--- config.mk ---
export PLATFORM = sky130hd
export DESIGN_NAME = multicycle_controlunit
export DESIGN_NICKNAME = d
export VERILOG_FILES = /design/src/rtl/mips_ctrl_pkg.sv /design/src/rtl/mips_ctrl_outdec.sv /design/src/rtl/multicycle_controlunit.sv
export SDC_FILE = /design/constraint.sdc
export NUM_CORES = 1
export LEC_CHECK = 0
export CORE_UTILIZATION = 41
export CTS_BUF_LIST = sky130_fd_sc_hd__clkbuf_8
export DETAILED_ROUTE_END_ITERATION = 10
export PLACE_DENSITY = 0.82
export RECOVER_POWER = 100
export REMOVE_ABC_BUFFERS = 1
export SLEW_MARGIN = 25
export SYNTH_ARGS = -nofsm -noshare
export SYNTH_HDL_FRONTEND = slang
export SYNTH_HIERARCHICAL = 1
export SYNTH_SLANG_ARGS = --single-unit
--- constraint.sdc ---
create_clock -name clk -period 1.8 [get_ports clk]
set_input_delay 0.36 -clock clk [delete_from_list [all_inputs] [get_ports clk]]
set_output_delay 0.36 -clock clk [all_outputs]
set_load 0.05 [all_outputs]
--- src/rtl/mips_ctrl_pkg.sv ---
// rtl/mips_ctrl_pkg.sv - opcodes, state encoding, datapath select codes and control word for the multicycle MIPS control unit
package mips_ctrl_pkg;

    localparam logic [5:0] OP_RTYPE = 6'b000000;
    localparam logic [5:0] OP_LW    = 6'b100011;
    localparam logic [5:0] OP_SW    = 6'b101011;
    localparam logic [5:0] OP_BEQ   = 6'b000100;
    localparam logic [5:0] OP_J     = 6'b000010;
    localparam logic [5:0] OP_JAL   = 6'b000011;
    localparam logic [5:0] OP_ADDI  = 6'b001000;
    localparam logic [5:0] OP_ORI   = 6'b001101;

    typedef enum logic [3:0] {
        S_IDLE     = 4'd0,
        S_FETCH    = 4'd1,
        S_DECODE   = 4'd2,
        S_MEM_ADR  = 4'd3,
        S_MEM_RD   = 4'd4,
        S_MEM_WB   = 4'd5,
        S_MEM_WR   = 4'd6,
        S_R_EXEC   = 4'd7,
        S_ALU_WB   = 4'd8,
        S_BRANCH   = 4'd9,
        S_JUMP     = 4'd10,
        S_JAL      = 4'd11,
        S_IMM_EXEC = 4'd12,
        S_IMM_WB   = 4'd13
    } state_t;

    localparam logic [1:0] ALU_ADD   = 2'b00;
    localparam logic [1:0] ALU_SUB   = 2'b01;
    localparam logic [1:0] ALU_FUNCT = 2'b10;
    localparam logic [1:0] ALU_IMM   = 2'b11;

    localparam logic [1:0] PCSRC_ALU    = 2'b00;
    localparam logic [1:0] PCSRC_ALUOUT = 2'b01;
    localparam logic [1:0] PCSRC_JUMP   = 2'b10;

    localparam logic [1:0] SRCB_B     = 2'b00;
    localparam logic [1:0] SRCB_FOUR  = 2'b01;
    localparam logic [1:0] SRCB_IMM   = 2'b10;
    localparam logic [1:0] SRCB_IMMSH = 2'b11;

    localparam logic [1:0] REGDST_RT  = 2'b00;
    localparam logic [1:0] REGDST_RD  = 2'b01;
    localparam logic [1:0] REGDST_R31 = 2'b10;

    localparam logic [1:0] TOREG_ALUOUT = 2'b00;
    localparam logic [1:0] TOREG_MDR    = 2'b01;
    localparam logic [1:0] TOREG_PC     = 2'b10;

    typedef struct packed {
        logic       pc_write;
        logic       branch;
        logic [1:0] pc_src;
        logic       i_or_d;
        logic       mem_read;
        logic       mem_write;
        logic       ir_write;
        logic       reg_write;
        logic [1:0] reg_dst;
        logic [1:0] mem_toreg;
        logic       alu_src_a;
        logic [1:0] alu_src_b;
        logic [1:0] alu_op;
        logic       logic_ext;
        logic       instr_done;
        logic       illegal;
    } ctrl_t;

    // State that follows DECODE; S_FETCH marks an unknown or build-disabled opcode.
    function automatic state_t decode_next(input logic [5:0] op, input bit has_jal, input bit has_imm);
        state_t nxt;
        nxt = S_FETCH;
        case (op)
            OP_RTYPE:        nxt = S_R_EXEC;
            OP_LW, OP_SW:    nxt = S_MEM_ADR;
            OP_BEQ:          nxt = S_BRANCH;
            OP_J:            nxt = S_JUMP;
            OP_JAL:          nxt = has_jal ? S_JAL : S_FETCH;
            OP_ADDI, OP_ORI: nxt = has_imm ? S_IMM_EXEC : S_FETCH;
            default:         nxt = S_FETCH;
        endcase
        return nxt;
    endfunction

endpackage

--- src/rtl/mips_ctrl_outdec.sv ---
// rtl/mips_ctrl_outdec.sv - combinational state/opcode/mem_ready to control word decode
// Ports: state (current FSM state), opcode (IR[31:26]), mem_rdy (effective memory
// ready, already forced high when waits are disabled), ctrl (full control word).
module mips_ctrl_outdec
    import mips_ctrl_pkg::*;
#(
    parameter bit HAS_JAL = 1'b1,
    parameter bit HAS_IMM = 1'b1
) (
    input  state_t     state,
    input  logic [5:0] opcode,
    input  logic       mem_rdy,
    output ctrl_t      ctrl
);

    logic is_ori;
    assign is_ori = (opcode == OP_ORI);

    always_comb begin
        ctrl = '0;
        case (state)
            S_FETCH: begin
                ctrl.mem_read  = 1'b1;
                ctrl.alu_src_b = SRCB_FOUR;
                ctrl.alu_op    = ALU_ADD;
                // IR and PC+4 are only captured on the cycle memory delivers.
                ctrl.ir_write  = mem_rdy;
                ctrl.pc_write  = mem_rdy;
            end
            S_DECODE: begin
                // Speculative branch target into ALUOut.
                ctrl.alu_src_b = SRCB_IMMSH;
                ctrl.alu_op    = ALU_ADD;
                ctrl.illegal   = (decode_next(opcode, HAS_JAL, HAS_IMM) == S_FETCH);
            end
            S_MEM_ADR: begin
                ctrl.alu_src_a = 1'b1;
                ctrl.alu_src_b = SRCB_IMM;
                ctrl.alu_op    = ALU_ADD;
            end
            S_MEM_RD: begin
                ctrl.i_or_d   = 1'b1;
                ctrl.mem_read = 1'b1;
            end
            S_MEM_WB: begin
                ctrl.reg_dst    = REGDST_RT;
                ctrl.mem_toreg  = TOREG_MDR;
                ctrl.reg_write  = 1'b1;
                ctrl.instr_done = 1'b1;
            end
            S_MEM_WR: begin
                ctrl.i_or_d     = 1'b1;
                ctrl.mem_write  = 1'b1;
                ctrl.instr_done = mem_rdy;
            end
            S_R_EXEC: begin
                ctrl.alu_src_a = 1'b1;
                ctrl.alu_src_b = SRCB_B;
                ctrl.alu_op    = ALU_FUNCT;
            end
            S_ALU_WB: begin
                ctrl.reg_dst    = REGDST_RD;
                ctrl.reg_write  = 1'b1;
                ctrl.instr_done = 1'b1;
            end
            S_BRANCH: begin
                ctrl.alu_src_a  = 1'b1;
                ctrl.alu_op     = ALU_SUB;
                ctrl.pc_src     = PCSRC_ALUOUT;
                ctrl.branch     = 1'b1;
                ctrl.instr_done = 1'b1;
            end
            S_JUMP: begin
                ctrl.pc_src     = PCSRC_JUMP;
                ctrl.pc_write   = 1'b1;
                ctrl.instr_done = 1'b1;
            end
            S_JAL: begin
                // r31 gets the PC already advanced in FETCH, written on the same edge as the jump.
                ctrl.pc_src     = PCSRC_JUMP;
                ctrl.pc_write   = 1'b1;
                ctrl.reg_write  = 1'b1;
                ctrl.reg_dst    = REGDST_R31;
                ctrl.mem_toreg  = TOREG_PC;
                ctrl.instr_done = 1'b1;
            end
            S_IMM_EXEC: begin
                ctrl.alu_src_a = 1'b1;
                ctrl.alu_src_b = SRCB_IMM;
                ctrl.alu_op    = ALU_IMM;
                ctrl.logic_ext = is_ori;
            end
            S_IMM_WB: begin
                ctrl.reg_dst    = REGDST_RT;
                ctrl.reg_write  = 1'b1;
                ctrl.logic_ext  = is_ori;
                ctrl.instr_done = 1'b1;
            end
            default: ;
        endcase
    end

endmodule

--- src/rtl/multicycle_controlunit.sv ---
// rtl/multicycle_controlunit.sv - multicycle MIPS main control FSM with memory-ready wait
// Ports: clk, reset (async active-high), opcode (IR[31:26]), mem_ready (memory access
// completes this cycle); outputs are the datapath control strobes/selects, instr_done
// and illegal pulses, and the current state for debug. logic_ext selects zero-extension
// of the immediate (ori).
module multicycle_controlunit
    import mips_ctrl_pkg::*;
#(
    parameter bit MEM_WAIT = 1'b1,
    parameter bit HAS_JAL  = 1'b1,
    parameter bit HAS_IMM  = 1'b1
) (
    input  logic       clk,
    input  logic       reset,
    input  logic [5:0] opcode,
    input  logic       mem_ready,
    output logic       pc_write,
    output logic       branch,
    output logic [1:0] pc_src,
    output logic       i_or_d,
    output logic       mem_read,
    output logic       mem_write,
    output logic       ir_write,
    output logic       reg_write,
    output logic [1:0] reg_dst,
    output logic [1:0] mem_toreg,
    output logic       alu_src_a,
    output logic [1:0] alu_src_b,
    output logic [1:0] alu_op,
    output logic       logic_ext,
    output logic       instr_done,
    output logic       illegal,
    output logic [3:0] state
);

    state_t state_q;
    state_t state_d;
    logic   mem_rdy;
    ctrl_t  ctrl;

    assign mem_rdy = MEM_WAIT ? mem_ready : 1'b1;

    always_ff @(posedge clk or posedge reset) begin
        if (reset) begin
            state_q <= S_IDLE;
        end else begin
            state_q <= state_d;
        end
    end

    always_comb begin
        state_d = state_q;
        case (state_q)
            S_IDLE:     state_d = S_FETCH;
            S_FETCH:    if (mem_rdy) state_d = S_DECODE;
            S_DECODE:   state_d = decode_next(opcode, HAS_JAL, HAS_IMM);
            // Only lw and sw reach MEM_ADR.
            S_MEM_ADR:  state_d = (opcode == OP_SW) ? S_MEM_WR : S_MEM_RD;
            S_MEM_RD:   if (mem_rdy) state_d = S_MEM_WB;
            S_MEM_WR:   if (mem_rdy) state_d = S_FETCH;
            S_R_EXEC:   state_d = S_ALU_WB;
            S_IMM_EXEC: state_d = S_IMM_WB;
            S_MEM_WB, S_ALU_WB, S_BRANCH, S_JUMP, S_JAL, S_IMM_WB: state_d = S_FETCH;
            default:    state_d = S_IDLE;
        endcase
    end

    mips_ctrl_outdec #(
        .HAS_JAL (HAS_JAL),
        .HAS_IMM (HAS_IMM)
    ) u_outdec (
        .state   (state_q),
        .opcode  (opcode),
        .mem_rdy (mem_rdy),
        .ctrl    (ctrl)
    );

    assign pc_write   = ctrl.pc_write;
    assign branch     = ctrl.branch;
    assign pc_src     = ctrl.pc_src;
    assign i_or_d     = ctrl.i_or_d;
    assign mem_read   = ctrl.mem_read;
    assign mem_write  = ctrl.mem_write;
    assign ir_write   = ctrl.ir_write;
    assign reg_write  = ctrl.reg_write;
    assign reg_dst    = ctrl.reg_dst;
    assign mem_toreg  = ctrl.mem_toreg;
    assign alu_src_a  = ctrl.alu_src_a;
    assign alu_src_b  = ctrl.alu_src_b;
    assign alu_op     = ctrl.alu_op;
    assign logic_ext  = ctrl.logic_ext;
    assign instr_done = ctrl.instr_done;
    assign illegal    = ctrl.illegal;
    assign state      = state_q;

endmodule

==> summary.md, run 1 <==
| Metric | Value |
|---|---|
| Status | stopped before the end |
| # hold bufs at CTS | 0 |
| GP Congestion | 0.874 |
| Rows | 14 |
| Die width | between 40 and 50 um |
| Dpl hpwl | roughly 2000 um |
| Num CTS Buffers | 3 |
| Initial Util | 0.448 |
| Synthesized cell area | 683 um2 |
| Worst Endpoint after GRT Repair | pc_write |
| Number of library cell types mapped by synthesis | 38 |
| Share of the synthesized area in the top cell type | 0.147 |
| Pre-CTS WS | -0.154 ns |
| Post-Syn Instances | 94 |
| Worst-path endpoint category | output port |
| DP Area | 1360 um2 |
| Longest Clk Path Bufs | 2 |
| Area share of fa/ha/maj cells after synthesis | 0 |
| Compound-cell area share of the yosys netlist | 0.231 |
| Vert. Die Dim | 42.8 um |
| Most frequent cell after synthesis | nor2_1 |
| Stop err | [ERROR DPL-0033] detailed placement checks failed during check placement. |
| Mean Syn Cell Area | 7.27 um2 |
| Synth Area in XOR/XNOR | 0.0385 |
| Most used DFF post-synth | dfrtp_1 |
| Pin count of the biggest net entering global routing | 16 |
| Synth top cells by count | nor2_1, o21ai_0, a21oi_1, nand2_1, nor3_1 |
| Clock sink total | 4 |
| Simple-gate share of the synthesized area | 0.462 |
| Post-synth EDFFs | 0 |
| Async SR Flop Fraction | 1.00 |
| Exit stage | 5_1_grt |
| Yosys reg bits | 4 |
| Largest area contributor in the synthesized netlist | dfrtp_1 |
| Mux share of post-synthesis cell area | 0.0293 |
| I/O pin count | 34 |
| Deepest level of the CTS H-tree | 1 |
| Yosys warnings | 6 |
| IO Port Bufs | 33 |
| Clock root buffer | clkbuf_8 |
| Initial antenna violation count | 0 |
| Main combinational cell family by area after synthesis | simple AND/OR/NAND/NOR gates |
| Sequential-to-total area share from yosys stat | 0.147 |
| Synth top area cells | dfrtp_1, nor2_1, o21ai_0 |
| DP Cell Count | 154 |
[logic make-up after synthesis]
family	after synthesis
compound gates	25
xor+xnor	3
buf+inv	9
flops	4
mux	2
simple gates	51
[what timing repair did]
action                                  in CTS
resized for setup                           25
hold endpoints to repair                     0
setup buffers                                3
endpoints found under the setup margin      20
pin swaps                                    4
[stage by stage]
step	utilization	hold slack [ns]
2_1_floorplan	-	0.126
3_3_place_gp	0.889	0.546
4_1_cts	0.953	0.345
3_5_place_dp	0.889	0.562
==> run 2: changes to the inputs <==
Settings changed: CORE_AREA from default to 2 2 63 65, CORE_UTILIZATION 41 to default, CTS_BUF_LIST sky130_fd_sc_hd__clkbuf_8 to default, DIE_AREA from default to 0 0 65 67, PLACE_DENSITY 0.82 to default, PLACE_DENSITY_LB_ADDON from default to 0.15.
==> run 2 against run 1 <==
  * The run now ends clean
  * Synthesized area stayed put
  * Synthesized cell count stayed put
==> summary.md, run 2 <==
| Metric | Value |
|---|---|
| Status | completed |
| Routed via count | between 800 and 900 |
| Yosys reg bits | 4 (unchanged) |
| Largest register FFs | 4 |
| Crit path max fanout | 8 |
| Worst path cell trace | nand2b_4, nor3_2, and4_1, buf_12 |
| Clock skew | 0.00548 ns |
| Die area | 4360 um2 |
| Achievable frequency | 561 MHz |
| Longest Clk Path Bufs | 2 (unchanged) |
| Global route overflow | 0 |
| Deepest level of the CTS H-tree | 1 (unchanged) |
| DP Cell Count | 186 (+21%) |
| Final Net Count | 154 |
| Setup TNS | 0 ns |
| Worst Path Required | 1.44 ns |
| Post-synth EDFFs | 0 (unchanged) |
| Slew margin rel. | 0.765 |
| # hold bufs at CTS | 0 (unchanged) |
| Critical path's largest stage delay | ~0.47 ns |
| Max-Cap Viols | 0 |
| Clock sink total | 4 (unchanged) |
| Most used DFF post-synth | dfrtp_1 |
| Final ANT Viol Nets | 0 |
| IO Port Bufs | 33 (unchanged) |
| WP buf/inv | 1 |
| Final Cycle Share | 0.990 |
| Pleak | 0.632 nW |
| Pwr/cell area | 1830 nW/um2 |
| I/O pin count | 34 (unchanged) |
| Initial Util | 0.189 (-0.259) |
| Synthesized cell area | 683 um2 (unchanged) |
| Metal3 WL | 161 um |
| Highest routed layer | met4 |
| Drt pass-1 iters | 4 |
| Vert. Die Dim | 67 um (+56%) |
| Final-report setup violation count | 0 |
| Pins over their slew limit | 0 |
| Proportion of layout cells with a drive suffix above 1 | 0.490 |
| Synth top cells by count | nor2_1, o21ai_0, a21oi_1, nand2_1, nor3_1 |
| Share of the synthesized area in the top cell type | 0.147 (unchanged) |
| Crit path time final | 1.78 ns |
| Met2 routed WL | 1120 um |
| Number of library cell types mapped by synthesis | 38 (unchanged) |
| WL/cell | 11.8 um |
| Arr. time, crit path | 1.42 ns |
| Num CTS Buffers | 3 (unchanged) |
| Area Overhead vs Synth | 124% |
| Pin count of the biggest net entering global routing | 23 |
| Commonest non-fill, non-tap cell in the layout | buf_12 |
| Drt total wl | 2250 um |
| Die width | 65 um (+52%) |
| Most frequent cells in the layout | buf_12, buf_4, nor2_1, o21ai_0, dlygate4sd2_1 |
| Dpl hpwl | 1780 um (-9.7%) |
| Rows | 22 (+8) |
| Clk_lat worst skew | 0.22 ns |
| Most frequent cell after synthesis | nor2_1 |
| Mean Syn Cell Area | 7.27 um2 (unchanged) |
| Hold Path Class | input pin to async pin |
| Synth top area cells | dfrtp_1, nor2_1, o21ai_0 |
| Yosys warnings | 6 (unchanged) |
| CP Class | flop to output port |
| Residual DRC | 0 |
| Largest area contributor in the synthesized netlist | dfrtp_1 |
| Initial antenna violation count | 0 |
| Unrepaired setup endpoints after global routing | true |
| CTS tree | done |
| Reg clk slew, reported paths | 0.03 ns |
| Clock root buffer | clkbuf_8 |
| Endpoints failing hold | 0 |
| Vias in the first global route | between 800 and 900 |
| GP Congestion | 0.743 (-15%) |
| Worst slew pin tran | 0.350 ns |
| Slowest-stage cell, CP | dfrtp_2 |
| Diodes inserted | 0 |
| Sequential-to-total area share from yosys stat | 0.147 (unchanged) |
| Kind of cell adding the most delay to the critical path | simple AND/OR/NAND/NOR gates |
| Iter 0 DRT Violations | 25 |
| Post-Syn Instances | 94 (unchanged) |
| Vias per cell | 4.47 |
| Peak supply drop | 0.603 mV |
| Gr usage total | 0.111 |
| CORE AREA | 3610 um2 |
| Critical Path Start Type | flop |
| Wl on met1 | 954 um |
| Total power | 2.80 mW |
| Async SR Flop Fraction | 1.00 (unchanged) |
| Crit end category | output port |
| Global-route wire length before repair | 3860 um |
| Final cell count without fillers | 191 |
run 2: cell counts after synthesis:
Identical to the previous run, type by type.
run 2: what timing repair did:
| item | 4_1_cts | 5_1_grt |
|---|---|---|
| setup endpoints to repair | 11 | 8 |
| setup buffers | 2 | 0 |
| endpoints found under the hold margin | 0 | 0 |
| gates cloned | 0 | 0 |
| pin swaps | 4 | 4 |
| resized for setup | 19 | 11 |
run 2: power by group:
part / leakage (nW) / internal (mW) / switching, mW
Clock: 0.0216 / 0.143 / 0.0469
Combinational: 0.564 / 1.13 / 1.26
Sequential: 0.0469 / 0.133 / 0.0861
Total: 0.632 / 1.40 / 1.39
run 2: cell type report:
type,count,area [um2]
Clock buffer,3,41.3
Multi-Input combinational cell,81,578
Timing Repair Buffer,51,731
Inverter,4,15.0
Tap cell,48,60.1
Fill cell,366,2080
Sequential cell,4,104
run 2: cell families after synthesis:
| kind of cell | Yosys count | share of synthesized area |
|---|---|---|
| flip-flops | 4 | 0.147 |
| XOR/XNOR | 3 | 0.0385 |
| multiplexers | 2 | 0.0293 |
| AO/OA/AOI/OAI | 25 | 0.231 |
| buffers and inverters | 9 | 0.0934 |
| AND/OR/NAND/NOR | 51 | 0.462 |
run 2: worst paths after layout:
kind                       depth (start not counted)  slack [ns]  startpoint        to
hold reg to reg                                    2        0.64    state[3]  state[1]
max in group asynchronous                          2        1.18       reset  state[2]
hold / removal                                     2        0.46       reset  state[0]
setup reg to reg                                   6        0.21    state[1]  state[3]
min in group clk                                   2        0.64    state[3]  state[1]
setup / recovery                                   4        0.02    state[0]   illegal
run 2: worst register-to-register path, stage by stage, from the launching register on:
cell and delay, ns:
dfrtp_2 0.41, buf_6 0.12, buf_4 0.14, or4b_1 0.49, nor2_2 0.12, nand3b_1 0.08
o21ai_1 0.14
run 2: stage by stage:
step	instance area [um2]	util	setup WS (ns)	hold WS (ns)
after floorplan	634	-	-1.04	0.126
after global placement	1410	0.390	-0.107	0.548
after detailed placement	1410	0.390	-0.194	0.555
after CTS	1490	0.413	-0.0448	0.323
after global routing	1530	0.424	-0.0668	0.492
final	1530	0.424	0.0176	0.458
run 2: routing by layer:
layer / track usage / vias up
li1: - / 436
met1: 0.121 / 383
met2: 0.211 / 32
met3: 0.0169 / 2
met4: 0.0479 / 0
met5: 0 / -
Note: power is estimated with default switching activity, not from simulation.
==> run 3: changes to the inputs <==
Settings changed: CELL_PAD_IN_SITES_DETAIL_PLACEMENT from default to 0, CELL_PAD_IN_SITES_GLOBAL_PLACEMENT from default to 1.
==> run 3 against run 2 <==
  * Utilization grew 1.2 points
  * Flip-flop and latch count is the same
  * Clock skew shrank 0.0016 ns
  * Sequential power grew 11%
  * Clock power shrank 3%
  * Global-route usage grew 0.29 points
  * Total power grew 2.7%
  * Highest routed layer is now met3
  * Final area grew 2.9%
  * Critical endpoint is now instr_done
  * Critical path type unchanged
==> summary.md, run 3 (synthesis results as in run 2) <==
| Metric | Value |
|---|---|
| Pre-CTS WS | -0.160 ns (+0.0342 ns) |
| Min setup slack post-route | 0.0260 ns (+0.00840 ns) |
| Sw Share | 0.492 (-0.00552) |
| Global route overflow | 0 (unchanged) |
| Clk pwr share | 0.064 (-0.004) |
| Hold Path Class | input pin to async pin |
| Reg power frac | 0.084 (+0.006) |
| CORE AREA | 3610 um2 (unchanged) |
| Pin count of the biggest net entering global routing | 13 (-43%) |
| Vias per cell | 4.55 (+1.9%) |
| Final-report setup violation count | 0 (unchanged) |
| Sequential Area | 105 um2 (+1.2%) |
| Clock skew | 0.00393 ns (-0.00156 ns) |
| Endpoints failing hold | 0 (unchanged) |
| Largest register FFs | 4 (unchanged) |
| Total power | 2.87 mW (+2.7%) |
| Dpl hpwl | 1780 um (-0.39%) |
| Final cell count without fillers | 196 (+2.6%) |
| Drt total wl | 2350 um (+4.6%) |
| Final Cycle Share | 0.986 (-0.00467) |
| Crit end category | output port |
| Met3 usage | 0.0220 (+0.00507) |
| Initial antenna violation count | 0 (unchanged) |
| IO Port Bufs | 33 (unchanged) |
| Setup TNS | 0 ns (unchanged) |
| Arr. time, crit path | 1.41 ns (about the same) |
| CP Class | flop to output port |
| Crit Reg-Reg Startpoint | state[1] |
| Gr usage total | 0.114 (+0.00293) |
| Worst Path Required | 1.44 ns (about the same) |
| Max-Cap Viols | 0 (unchanged) |
| CTS tree | done |
| Proportion of layout cells with a drive suffix above 1 | 0.514 (+0.0240) |
| Residual DRC | 0 (unchanged) |
| Slew margin rel. | 0.774 (+0.00874) |
| Gr busiest metal | met2 |
| Reg clk slew, reported paths | 0.03 ns (about the same) |
| Most frequent cells in the layout | buf_12, buf_4, nor2_1, dlygate4sd2_1, o21ai_0 |
| Final Net Count | 159 (+3.2%) |
| Pleak | 0.653 nW (+3.3%) |
| Peak supply drop | 0.570 mV (-5.6%) |
| I/O pin count | 34 (unchanged) |
| Critical path's largest stage delay | 0.45 ns (-0.02 ns) |
| Diodes inserted | 0 (unchanged) |
| Area Overhead vs Synth | 130% |
| Vias in the first global route | 869 (-0.23%) |
| Slowest-stage cell, CP | dfrtp_2 |
| Clock root buffer | clkbuf_8 |
| GR Layer Usage met2 | 0.220 (+0.00902) |
| Switch Pwr | 1.41 mW (+1.5%) |
| Num CTS Buffers | 3 (unchanged) |
| Commonest non-fill, non-tap cell in the layout | buf_12 |
| Clock sink total | 4 (unchanged) |
| Status | completed |
| Crit path max fanout | 5 (-3) |
| Gate power share | 0.852 (-0.002) |
| Rows | 22 (unchanged) |
| Routed via count | 892 (+4.6%) |
| Met1 Use GR | 0.128 (+0.00731) |
| Worst path cell trace | buf_4, nand2b_1, o21ai_1, a21o_1, buf_12 |
| Pins over their slew limit | 0 (unchanged) |
| Internal | 1.46 mW (+3.8%) |
| Longest Clk Path Bufs | 2 (unchanged) |
| Multi-input gate area | 589 um2 (+1.9%) |
| Achievable frequency | 564 MHz (+0.47%) |
| Global-route wire length before repair | 3920 um (+1.4%) |
| Critical Path Start Type | flop |
| Filler cells | 357 (-2.5%) |
| Critical Path Start | state[3] |
| Vert. Die Dim | 67 um (unchanged) |
| Initial Util | 0.189 (unchanged) |
| Clk_lat worst skew | 0.21 ns (about the same) |
| Crit path time final | 1.77 ns (-0.00840 ns) |
| Pwr/cell area | 1820 nW/um2 (-0.26%) |
| DP Cell Count | 187 (+0.54%) |
| Deepest level of the CTS H-tree | 1 (unchanged) |
| Kind of cell adding the most delay to the critical path | flip-flops |
| WL/cell | 12.0 um (+2.0%) |
| Die width | 65 um (unchanged) |
| Final ANT Viol Nets | 0 (unchanged) |
| Die area | 4360 um2 (unchanged) |
| Iter 0 DRT Violations | 19 (-24%) |
| Reg2Reg Setup Slack | 0.16 ns (-0.05 ns) |
| GP Congestion | 0.780 (+5.0%) |
| Unrepaired setup endpoints after global routing | true |
| Worst slew pin tran | 0.337 ns (-0.0130 ns) |
| Drt pass-1 iters | 4 (unchanged) |
| WP buf/inv | 2 (+1) |
[run 3: metrics by stage]
step | hold WS (ns) | instance area [um2] | utilization
after floorplan | 0.126 | 634 | -
after global placement | 0.549 | 1400 | 0.389
after detailed placement | 0.554 | 1400 | 0.389
after CTS | 0.334 | 1520 | 0.421
after global routing | 0.496 | 1570 | 0.437
final | 0.466 | 1570 | 0.437
[run 3: routing by layer]
| metal | vias to the layer above | wire [um] |
|---|---|---|
| li1 | 454 | - |
| met2 | 30 | 1170 |
| met5 | - | 0 |
| met4 | 0 | 0 |
| met3 | 0 | 146 |
| met1 | 408 | 1030 |
[run 3: final cells by class]
| type | instances | share of cell area |
|---|---|---|
| Inverter | 4 | 0.00954 |
| Multi-Input combinational cell | 81 | 0.374 |
| Tap cell | 48 | 0.0382 |
| Clock buffer | 3 | 0.0262 |
| Timing Repair Buffer | 56 | 0.485 |
| Sequential cell | 4 | 0.0668 |
[run 3: path summary, 6_finish.rpt]
kind                       cells past startpoint    endpoint
max in group asynchronous                      2    state[0]
hold reg to reg                                3    state[3]
min in group clk                               4    state[1]
hold / removal                                 2    state[1]
setup / recovery                               5  instr_done
setup reg to reg                               6    state[3]
[run 3: power groups by stage]
stage | clock [mW] | combinational (mW) | sequential (mW)
after floorplan | 0 | 0.940 | 0.408
after global placement | 0 | 2.26 | 0.229
after detailed placement | 0 | 2.27 | 0.233
after CTS | 0.190 | 2.37 | 0.249
after global routing | 0.196 | 2.57 | 0.256
final | 0.184 | 2.45 | 0.242
[run 3: what timing repair did]
item / in CTS / in global routing
endpoints found under the setup margin: 17 / 12
hold buffers: 0 / 0
pin swaps: 3 / 4
gates resized for setup: 26 / 11
setup buffers: 3 / 3
